--- config.mk ---
export PLATFORM = sky130hd
export DESIGN_NAME = uart_rx_sequencer_flat
export DESIGN_NICKNAME = d
export VERILOG_FILES = /design/src/rtl/uart_pkg.sv /design/src/rtl/uart_rx_sequencer_if.sv /design/src/rtl/uart_baud_counter.sv /design/src/rtl/uart_rx_sequencer.sv /design/src/flat_wrapper.sv
export SDC_FILE = /design/constraint.sdc
export NUM_CORES = 1
export LEC_CHECK = 0
export ABC_CLOCK_PERIOD_IN_PS = 1750
export CELL_PAD_IN_SITES_DETAIL_PLACEMENT = 0
export CELL_PAD_IN_SITES_GLOBAL_PLACEMENT = 1
export CORE_MARGIN = 3
export CORE_UTILIZATION = 42
export DETAILED_ROUTE_END_ITERATION = 16
export HOLD_SLACK_MARGIN = 0.1
export PLACE_DENSITY_LB_ADDON = 0.1
export SLEW_MARGIN = 20
export SYNTH_ARGS = -nofsm -noshare
export SYNTH_HDL_FRONTEND = slang
export SYNTH_SLANG_ARGS = --single-unit
--- constraint.sdc ---
create_clock -name clk -period 1.75 [get_ports clk]
set_input_delay 0.35 -clock clk [delete_from_list [all_inputs] [get_ports clk]]
set_output_delay 0.35 -clock clk [all_outputs]
set_load 0.005 [all_outputs]
--- src/rtl/uart_pkg.sv ---
// Shared UART definitions: receive FSM states, default line settings and
// bit-timing helpers used by the receiver (and later the transmitter).
package uart_pkg;

    localparam int unsigned DEF_CLK_FREQ = 50_000_000;
    localparam int unsigned DEF_BAUD     = 115_200;

    typedef enum logic [2:0] {
        IDLE,
        START,
        DATA,
        PARITY,
        STOP,
        WAIT_HIGH
    } rx_state_e;

    function automatic int unsigned bit_ticks(input int unsigned clk_freq,
                                              input int unsigned baud);
        return clk_freq / baud;
    endfunction

    // Reload value that lands the first sample in the middle of the start bit.
    function automatic int unsigned half_bit(input int unsigned ticks);
        return ticks / 2 - 1;
    endfunction

endpackage

--- src/rtl/uart_rx_sequencer_if.sv ---
// CPU-facing side of the UART receiver: received byte, status flags and the
// read-clear pulse coming back from the peripheral register decoder.
interface uart_rx_sequencer_if;

    logic       rx_clr_i;
    logic [7:0] rx_data_o;
    logic       rx_ready_o;
    logic       parity_err_o;
    logic       frame_err_o;
    logic       overrun_o;
    logic       busy_o;

    modport master (
        output rx_clr_i,
        input  rx_data_o, rx_ready_o, parity_err_o, frame_err_o, overrun_o, busy_o
    );

    modport slave (
        input  rx_clr_i,
        output rx_data_o, rx_ready_o, parity_err_o, frame_err_o, overrun_o, busy_o
    );

endinterface

--- src/rtl/uart_baud_counter.sv ---
// Loadable down-counter that strobes 'sample' on the cycle it reads zero.
// It parks at zero until reloaded; shared between receive and transmit paths.
module uart_baud_counter #(
    parameter int unsigned WIDTH = 9
) (
    input  logic             clk,
    input  logic             rst,
    input  logic             load,
    input  logic [WIDTH-1:0] load_val,
    output logic             sample
);

    logic [WIDTH-1:0] count;

    always_ff @(posedge clk or negedge rst) begin
        if (!rst) begin
            count <= '0;
        end else if (load) begin
            count <= load_val;
        end else if (count != '0) begin
            count <= count - WIDTH'(1);
        end
    end

    assign sample = (count == '0);

endmodule

--- src/rtl/uart_rx_sequencer.sv ---
// UART receive controller: synchronises the serial line, sequences
// start/data/parity/stop and hands each byte to the CPU with status flags.
module uart_rx_sequencer
    import uart_pkg::*;
#(
    parameter int unsigned CLK_FREQ   = DEF_CLK_FREQ,
    parameter int unsigned BAUD       = DEF_BAUD,
    parameter bit          PARITY_EN  = 1'b1,
    parameter bit          PARITY_ODD = 1'b0
) (
    input  logic                 clk,
    input  logic                 rst,
    input  logic                 rx_i,
    uart_rx_sequencer_if.slave   cpu
);

    localparam int unsigned     BIT_TICKS = bit_ticks(CLK_FREQ, BAUD);
    localparam int unsigned     CNT_W     = $clog2(BIT_TICKS);
    localparam logic [CNT_W-1:0] FULL_LOAD = CNT_W'(BIT_TICKS - 1);
    localparam logic [CNT_W-1:0] HALF_LOAD = CNT_W'(half_bit(BIT_TICKS));

    logic             rx_meta, rx_s;
    rx_state_e        state, state_next;
    logic             cnt_load;
    logic [CNT_W-1:0] cnt_val;
    logic             sample;
    logic             commit;
    logic [7:0]       shift_reg;
    logic [2:0]       bit_idx;
    logic             perr;

    logic [7:0]       data_q;
    logic             ready_q, parity_err_q, frame_err_q, overrun_q;

    // Synchronizer resets to the idle-high line level so reset never looks like a start bit.
    // NOTE: every clocked process uses non-blocking assignments so all flops update together.
    always_ff @(posedge clk or negedge rst) begin
        if (!rst) begin
            rx_meta <= 1'b1;
            rx_s    <= 1'b1;
        end else begin
            rx_meta <= rx_i;
            rx_s    <= rx_meta;
        end
    end

    uart_baud_counter #(.WIDTH(CNT_W)) u_baud (
        .clk      (clk),
        .rst      (rst),
        .load     (cnt_load),
        .load_val (cnt_val),
        .sample   (sample)
    );

    always_ff @(posedge clk or negedge rst) begin
        if (!rst) state <= IDLE;
        else      state <= state_next;
    end

    always_comb begin
        state_next = state;
        case (state)
            IDLE:      if (!rx_s)  state_next = START;
            START:     if (sample) state_next = rx_s ? IDLE : DATA;
            DATA:      if (sample && bit_idx == 3'd7) state_next = PARITY_EN ? PARITY : STOP;
            PARITY:    if (sample) state_next = STOP;
            STOP:      if (sample) state_next = rx_s ? IDLE : WAIT_HIGH;
            WAIT_HIGH: if (rx_s)   state_next = IDLE;
            default:   state_next = IDLE;
        endcase
    end

    // NOTE: outputs of a combinational block get defaults first so no path infers a latch.
    always_comb begin
        cnt_load = 1'b0;
        cnt_val  = FULL_LOAD;
        case (state)
            IDLE: if (!rx_s) begin
                cnt_load = 1'b1;
                cnt_val  = HALF_LOAD;
            end
            START:        cnt_load = sample && !rx_s;
            DATA, PARITY: cnt_load = sample;
            default:      cnt_load = 1'b0;
        endcase
    end

    assign commit = (state == STOP) && sample;

    always_ff @(posedge clk or negedge rst) begin
        if (!rst) begin
            shift_reg <= '0;
            bit_idx   <= '0;
            perr      <= 1'b0;
        end else begin
            if (state == START && sample) bit_idx <= '0;
            if (state == DATA && sample) begin
                shift_reg[bit_idx] <= rx_s;
                bit_idx            <= bit_idx + 3'd1;
            end
            if (state == PARITY && sample) perr <= (^shift_reg) ^ rx_s ^ PARITY_ODD;
        end
    end

    // A commit beats a simultaneous clear; the clear still counts as reading the old byte.
    always_ff @(posedge clk or negedge rst) begin
        if (!rst) begin
            data_q       <= '0;
            ready_q      <= 1'b0;
            parity_err_q <= 1'b0;
            frame_err_q  <= 1'b0;
            overrun_q    <= 1'b0;
        end else if (commit) begin
            data_q       <= shift_reg;
            ready_q      <= 1'b1;
            parity_err_q <= PARITY_EN ? perr : 1'b0;
            frame_err_q  <= ~rx_s;
            overrun_q    <= cpu.rx_clr_i ? 1'b0 : (overrun_q | ready_q);
        end else if (cpu.rx_clr_i) begin
            ready_q      <= 1'b0;
            parity_err_q <= 1'b0;
            frame_err_q  <= 1'b0;
            overrun_q    <= 1'b0;
        end
    end

    assign cpu.rx_data_o    = data_q;
    assign cpu.rx_ready_o   = ready_q;
    assign cpu.parity_err_o = parity_err_q;
    assign cpu.frame_err_o  = frame_err_q;
    assign cpu.overrun_o    = overrun_q;
    assign cpu.busy_o       = (state != IDLE);

endmodule

--- src/flat_wrapper.sv ---
// flat-port wrapper written by rule: the top's interface ports become plain ports
module uart_rx_sequencer_flat import uart_pkg::*;
#(
    parameter int unsigned CLK_FREQ   = DEF_CLK_FREQ,
    parameter int unsigned BAUD       = DEF_BAUD,
    parameter bit          PARITY_EN  = 1'b1,
    parameter bit          PARITY_ODD = 1'b0
)
  (clk, rst, rx_i, cpu_rx_clr_i, cpu_rx_data_o, cpu_rx_ready_o, cpu_parity_err_o, cpu_frame_err_o, cpu_overrun_o, cpu_busy_o);
  uart_rx_sequencer_if cpu_i ();
  input  logic clk;
  input  logic rst;
  input  logic rx_i;
  input wire logic [$bits(cpu_i.rx_clr_i)-1:0] cpu_rx_clr_i;
  output wire logic [$bits(cpu_i.rx_data_o)-1:0] cpu_rx_data_o;
  output wire logic [$bits(cpu_i.rx_ready_o)-1:0] cpu_rx_ready_o;
  output wire logic [$bits(cpu_i.parity_err_o)-1:0] cpu_parity_err_o;
  output wire logic [$bits(cpu_i.frame_err_o)-1:0] cpu_frame_err_o;
  output wire logic [$bits(cpu_i.overrun_o)-1:0] cpu_overrun_o;
  output wire logic [$bits(cpu_i.busy_o)-1:0] cpu_busy_o;
  assign cpu_i.rx_clr_i = cpu_rx_clr_i;
  assign cpu_rx_data_o = cpu_i.rx_data_o;
  assign cpu_rx_ready_o = cpu_i.rx_ready_o;
  assign cpu_parity_err_o = cpu_i.parity_err_o;
  assign cpu_frame_err_o = cpu_i.frame_err_o;
  assign cpu_overrun_o = cpu_i.overrun_o;
  assign cpu_busy_o = cpu_i.busy_o;
  uart_rx_sequencer #(.CLK_FREQ(CLK_FREQ), .BAUD(BAUD), .PARITY_EN(PARITY_EN), .PARITY_ODD(PARITY_ODD)) u_core (.clk(clk), .rst(rst), .rx_i(rx_i), .cpu(cpu_i));
endmodule
After elaboration in Yosys (flattened, before gate mapping)
Cells that the tools add are included.
- register bits: 38
- output and inout port bits: 13
- bits of input ports: 4
- logic and storage cells: 75
- $lt $le $gt $ge: 2
- mux-type cells: 26
- add/sub/neg operators: 2
- reductions and logical operators: 18
- bitwise logic cells: 3
- equal/unequal tests: 12
- operators with widths (cell ; number):
    $mux W9 ; 4
    $mux W3 ; 9
    $pmux W3 S6 ; 1
    $ne A2 B1 Y1 const B ; 5
    $eq A3 B3 Y1 const B ; 3
    $logic_not A9 Y1 ; 1
    $reduce_bool A9 Y1 ; 1
    $sub A9 B1 Y9 const B ; 1
    $bwmux W8 ; 1
    $mux W1 ; 8
    $reduce_xor A8 Y1 ; 1
    $logic_and A1 B1 Y1 ; 7
    $eq A3 B2 Y1 const B ; 2
    $reduce_and A6 Y1 ; 1
    $reduce_bool A2 Y1 ; 3
    $lt A3 B4 Y1 const B ; 1
    $add A3 B1 Y3 const B ; 1
    $demux W1 S3 ; 1
    $eq A3 B1 Y1 const B ; 1
    $ge A3 B1 Y1 const B ; 1
    $logic_not A3 Y1 ; 1
    $pmux W1 S3 ; 1
    $reduce_bool A3 Y1 ; 1
    $mux W2 ; 1
    6 further kinds ; 6

Depth between registers and ports, before layout
- depth in word-level cells: 5
- gate-level depth with buffers: 7
- depth with buffers taken out: 6

Cells and area by module
From an unflattened synthesis, not the netlist that was laid out.
- cell total of the unflattened synthesis: 201
- area, all modules: 1968.1 µm²
- modules (own cells, without submodules) (module ; instances ; seq. area each (µm²) ; area an instance (µm²) ; cells an instance):
    uart_rx_sequencer ; 1 ; 728.2 ; 1433.9 ; 144
    uart_baud_counter ; 1 ; 225.2 ; 534.3 ; 57

Worst setup path before layout
Ideal clock, no wire load.
- kind: register to register
- from: register u_core.u_baud.count[0]
- to: register u_core.shift_reg[0]
- setup slack: -0.031 ns
- cell stages (with the launch flop): 7
- arrival time: 1.657 ns
- cell sequence: dfrtp_1 > inv_1 > ha_1 > nor3b_4 > nand4b_1 > nor4_2 > mux2_2
- longest elaborated chain between the ends: 2
- ends and longest elaborated chain (what ; RTL line ; text):
    from (decl) ; uart_baud_counter.sv:13 ; logic [WIDTH-1:0] count;
    from (signal assigned) ; uart_baud_counter.sv:19 ; count <= load_val;
    from (signal assigned) ; uart_baud_counter.sv:21 ; count <= count - WIDTH'(1);
    $logic_not A9 Y1 ; uart_baud_counter.sv:25 ; assign sample = (count == '0);
    $logic_and A1 B1 Y1 ; uart_rx_sequencer.sv:97 ; if (state == DATA && sample) begin
    to (signal, indexed assignment) ; uart_rx_sequencer.sv:98 ; shift_reg[bit_idx] <= rx_s;
    to (decl) ; uart_rx_sequencer.sv:28 ; logic [7:0] shift_reg;
No other way between the ends.
A chain may end at the register's enable or synchronous reset.

Final worst setup path
- from: register u_core.u_baud.count[0]
- to: register u_core.shift_reg[2]
The elaborated chain is that of the path after synthesis.

==> results.yml <==
routing:
  vias: 1473
  drt-total-wl_mm: 4.06
  vias_per_cell: 5.46
  drcViolationCount: 0
  first_pass_iters: 5
  antenna_left: 0
  drt-initial-drc-count: 87
  wl_per_cell_um: 15.0
timing:
  fmax_mhz: 545
  fin_tns_setup_ns: -0.952
  finalMaxSlewViolations: 0
  setup_ws_ns: -0.0834
  rsz0062_at_grt: "true"
  setup_violations: 21
  period_share: 1.05
  relSlewSlack: 0.660
  worst_pin_slew_ns: 0.505
  skew_ns: 0.00506
  hold_viol: 0
  timing.final.crit_period_ns: 1.83
finish:
  fill_cells: 382
  design_area_um2: 2580
  largest_reg_flops: 9
  antennaDiodeCount: 0
  regArea_um2: 955
  drive_gt1_frac: 0.385
  final_nets: 224
  stdcell_count: 270
  multi_input_comb_area_um2: 997
  synthToLayoutAreaGrowth_pct: 27.6
clocking:
  cts_root_buffer: "clkbuf_8"
  cts_inserted_buffers: 5
  htree_levels: 2
  cts_buffer_depth: 2
  cts_tree: "done"
  holdBufCountCts: 0
  cts_sinks: 38
  clk_pin_slew_ns: 0.08
  clock_latency_ns: 0.29
grt:
  first_global_vias: 1448
  antenna_found_initial: 0
  grt_usage: 0.162
  grt_max_degree: 39
  grt.overflow.total: 0
  grt_pass1_wl_mm: 6.89
worst_setup_path:
  rrSetupSlack_ns: -0.08
  startpoint_type: "register"
  worstReg2RegStart: "u_core.u_baud.count[0]"
  reg2reg_depth: 6
  crit_path_cell_trace: "inv_1 > ha_1 > nor3b_4 > nand4_1 > nor4_2 > mux2_2"
  crit_arrival_ns: 2.01
  critPathSlowestCell: "dfrtp_1"
  crit_end: "u_core.shift_reg[2]"
  rr_endpoint: "u_core.shift_reg[2]"
  crit_start: "u_core.u_baud.count[0]"
  crit_path_end_kind: "register"
  path_max_fanout: 3
  cpPeakStageDelay_ns: 0.38
  critical_path_required_ns: 1.93
  criticalPathCategory: "reg2reg"
synthesis:
  synth-edff-count: 0
  synth_xor_area_frac: 0.0415
  yosysTopAreaCell: "dfrtp_1"
  ys_seq_area_frac: 0.472
  ys_seq_elements: 38
  synth_area_leaders: "dfrtp_1 45%, mux2_2 6.1%, mux2_4 4.5%"
  ys_async_sr_fraction: 1.00
  syn_inst: 174
  synth_mux_area_frac: 0.106
  synth_nets: 181
  synth.cell_area_um2: 2020
  synth_top_area_frac: 0.446
  synth_warnings: 0
  synth-main-ff-cell: "dfrtp_1"
  syn_avg_cell_area_um2: 11.6
  synth-adder-area-share: 0.0186
  synth_top_family_by_area: "simple AND/OR/NAND/NOR gates"
  synth-simple-area-share: 0.188
  synth_compound_area_frac: 0.126
  yosysUniqueCellTypes: 57
die:
  die_y_um: 75.4
  io_pins: 17
  die_area_um2: 5680
  rows: 24
  die_x_um: 75.4
  start_util: 0.449
  core_area_um2: 4500
outcome:
  violations: "setup timing"
  status: "finished, violations left"
placed_design:
  gp_congestion: 0.827
  numPortBuffers: 16
  dp.cells: 255
  dp_hpwl_mm: 2.94
  post_dp_cell_area_um2: 2350
pwr:
  power.total_uw: 1860
  irDropWorstVdd_mv: 0.278
  p_leak_uw: 0.00114
  p_per_area_nw_per_um2: 720
min_path:
  hold_class: "in2async"
run:
  max_cap_violations: 0
[cells in the mapped netlist (2+ instances only)]
| master | number |
|---|---|
| a21oi_1 | 8 |
| a22o_1 | 3 |
| clkbuf_1 | 4 |
| dfrtp_1 | 36 |
| dfstp_2 | 2 |
| ha_1 | 3 |
| inv_1 | 8 |
| mux2_2 | 11 |
| mux2_4 | 6 |
| nand2_1 | 7 |
| nand2b_1 | 2 |
| nand3_1 | 5 |
| nand3b_1 | 4 |
| nand4b_1 | 2 |
| nor2_1 | 11 |
| nor3_1 | 4 |
| nor4_2 | 2 |
| o21ai_0 | 5 |
| o31a_1 | 2 |
| o31ai_1 | 4 |
| o41ai_2 | 2 |
| or3_1 | 2 |
| or4_1 | 2 |
| xnor2_1 | 6 |
[metal layers]
layer	wire length [um]	global-route usage	part of all wire
met1	2040	0.226	0.50
met2	1830	0.248	0.45
met3	148	0.0435	0.036
met4	51	0.0466	0.013
met5	0	0	0
[worst min-delay path by stage]
stage,start,end,slack (ns),depth (start not counted)
global route,rst,u_core.cpu.parity_err_o,0.15,2
CTS,rst,u_core.u_baud.count[8],0.12,2
finish,rst,u_core.u_baud.count[2],0.10,2
detailed placement,u_core.rx_meta,u_core.rx_s,0.35,0
global placement,u_core.rx_meta,u_core.rx_s,0.35,0
floorplan,rst,u_core.bit_idx[0],0.05,0
[power by group]
part / switching (uW) / internal (uW) / leakage, uW / total [uW]
logic: 27.5 / 14.4 / 0.000564 / 41.9
registers: 2.35 / 882 / 0.000505 / 884
clock network: 323 / 608 / 0.0000714 / 931
[area by class of cell]
class | instances | share of cell area
inverters | 8 | 0.0116
well taps | 52 | 0.0252
repair buffers | 45 | 0.151
clock inverters | 2 | 0.0233
flip-flops and latches | 38 | 0.370
clock buffers | 6 | 0.0320
multi-input cells | 119 | 0.387
[cell usage in the layout (no fill, tap or decap), types with 2 or more instances in the layout]
cell type / n
nand2_1: 7
o41ai_2: 2
dfstp_2: 2
o21ai_1: 2
a21oi_1: 6
nand4b_1: 2
nor2_2: 5
buf_4: 27
a21oi_2: 2
or3_4: 2
ha_1: 3
nor3_1: 3
xnor2_1: 6
nand3b_1: 4
nor2_1: 7
or4_1: 2
dfrtp_1: 35
o31a_1: 2
mux2_4: 6
mux2_2: 11
nand2b_1: 2
a22o_1: 3
o21ai_0: 4
clkbuf_8: 6
inv_1: 8
clkdlybuf4s50_1: 14
nor4_2: 2
o31ai_1: 4
nand3_1: 5
bufinv_16: 2
[cells by family (layout without fill, tap and decap cells)]
kind of cell	count (synthesis)	after routing
buf+inv	17	61
xor+xnor	8	8
simple gates	57	57
flops	38	38
compound gates	34	34
fa+ha+maj	3	3
mux	17	17
[stage by stage]
step | util | setup slack, ns | hold WS (ns)
after floorplan | - | -0.0284 | 0.0544
after global placement | 0.522 | -0.0227 | 0.345
after detailed placement | 0.522 | -0.0443 | 0.349
after CTS | 0.561 | -0.0512 | 0.120
after global routing | 0.573 | -0.181 | 0.151
final | 0.573 | -0.0834 | 0.101
[critical path: cells and delay by family, from the launching register on]
family                     cells  cell delay (ns)
adders and majority gates      1             0.16
DFF                            1             0.38
buffers and inverters          1             0.06
muxes                          1             0.36
and+or+nand+nor                3             0.77
[repair_timing]
action | 4_1_cts | 5_1_grt
gates resized for setup | 5 | 8
hold endpoints to repair | 0 | 0
pin swaps | 2 | 6
setup endpoints to repair | 21 | 33
setup buffers | 3 | 4
Power figures use the tool's default switching activity.
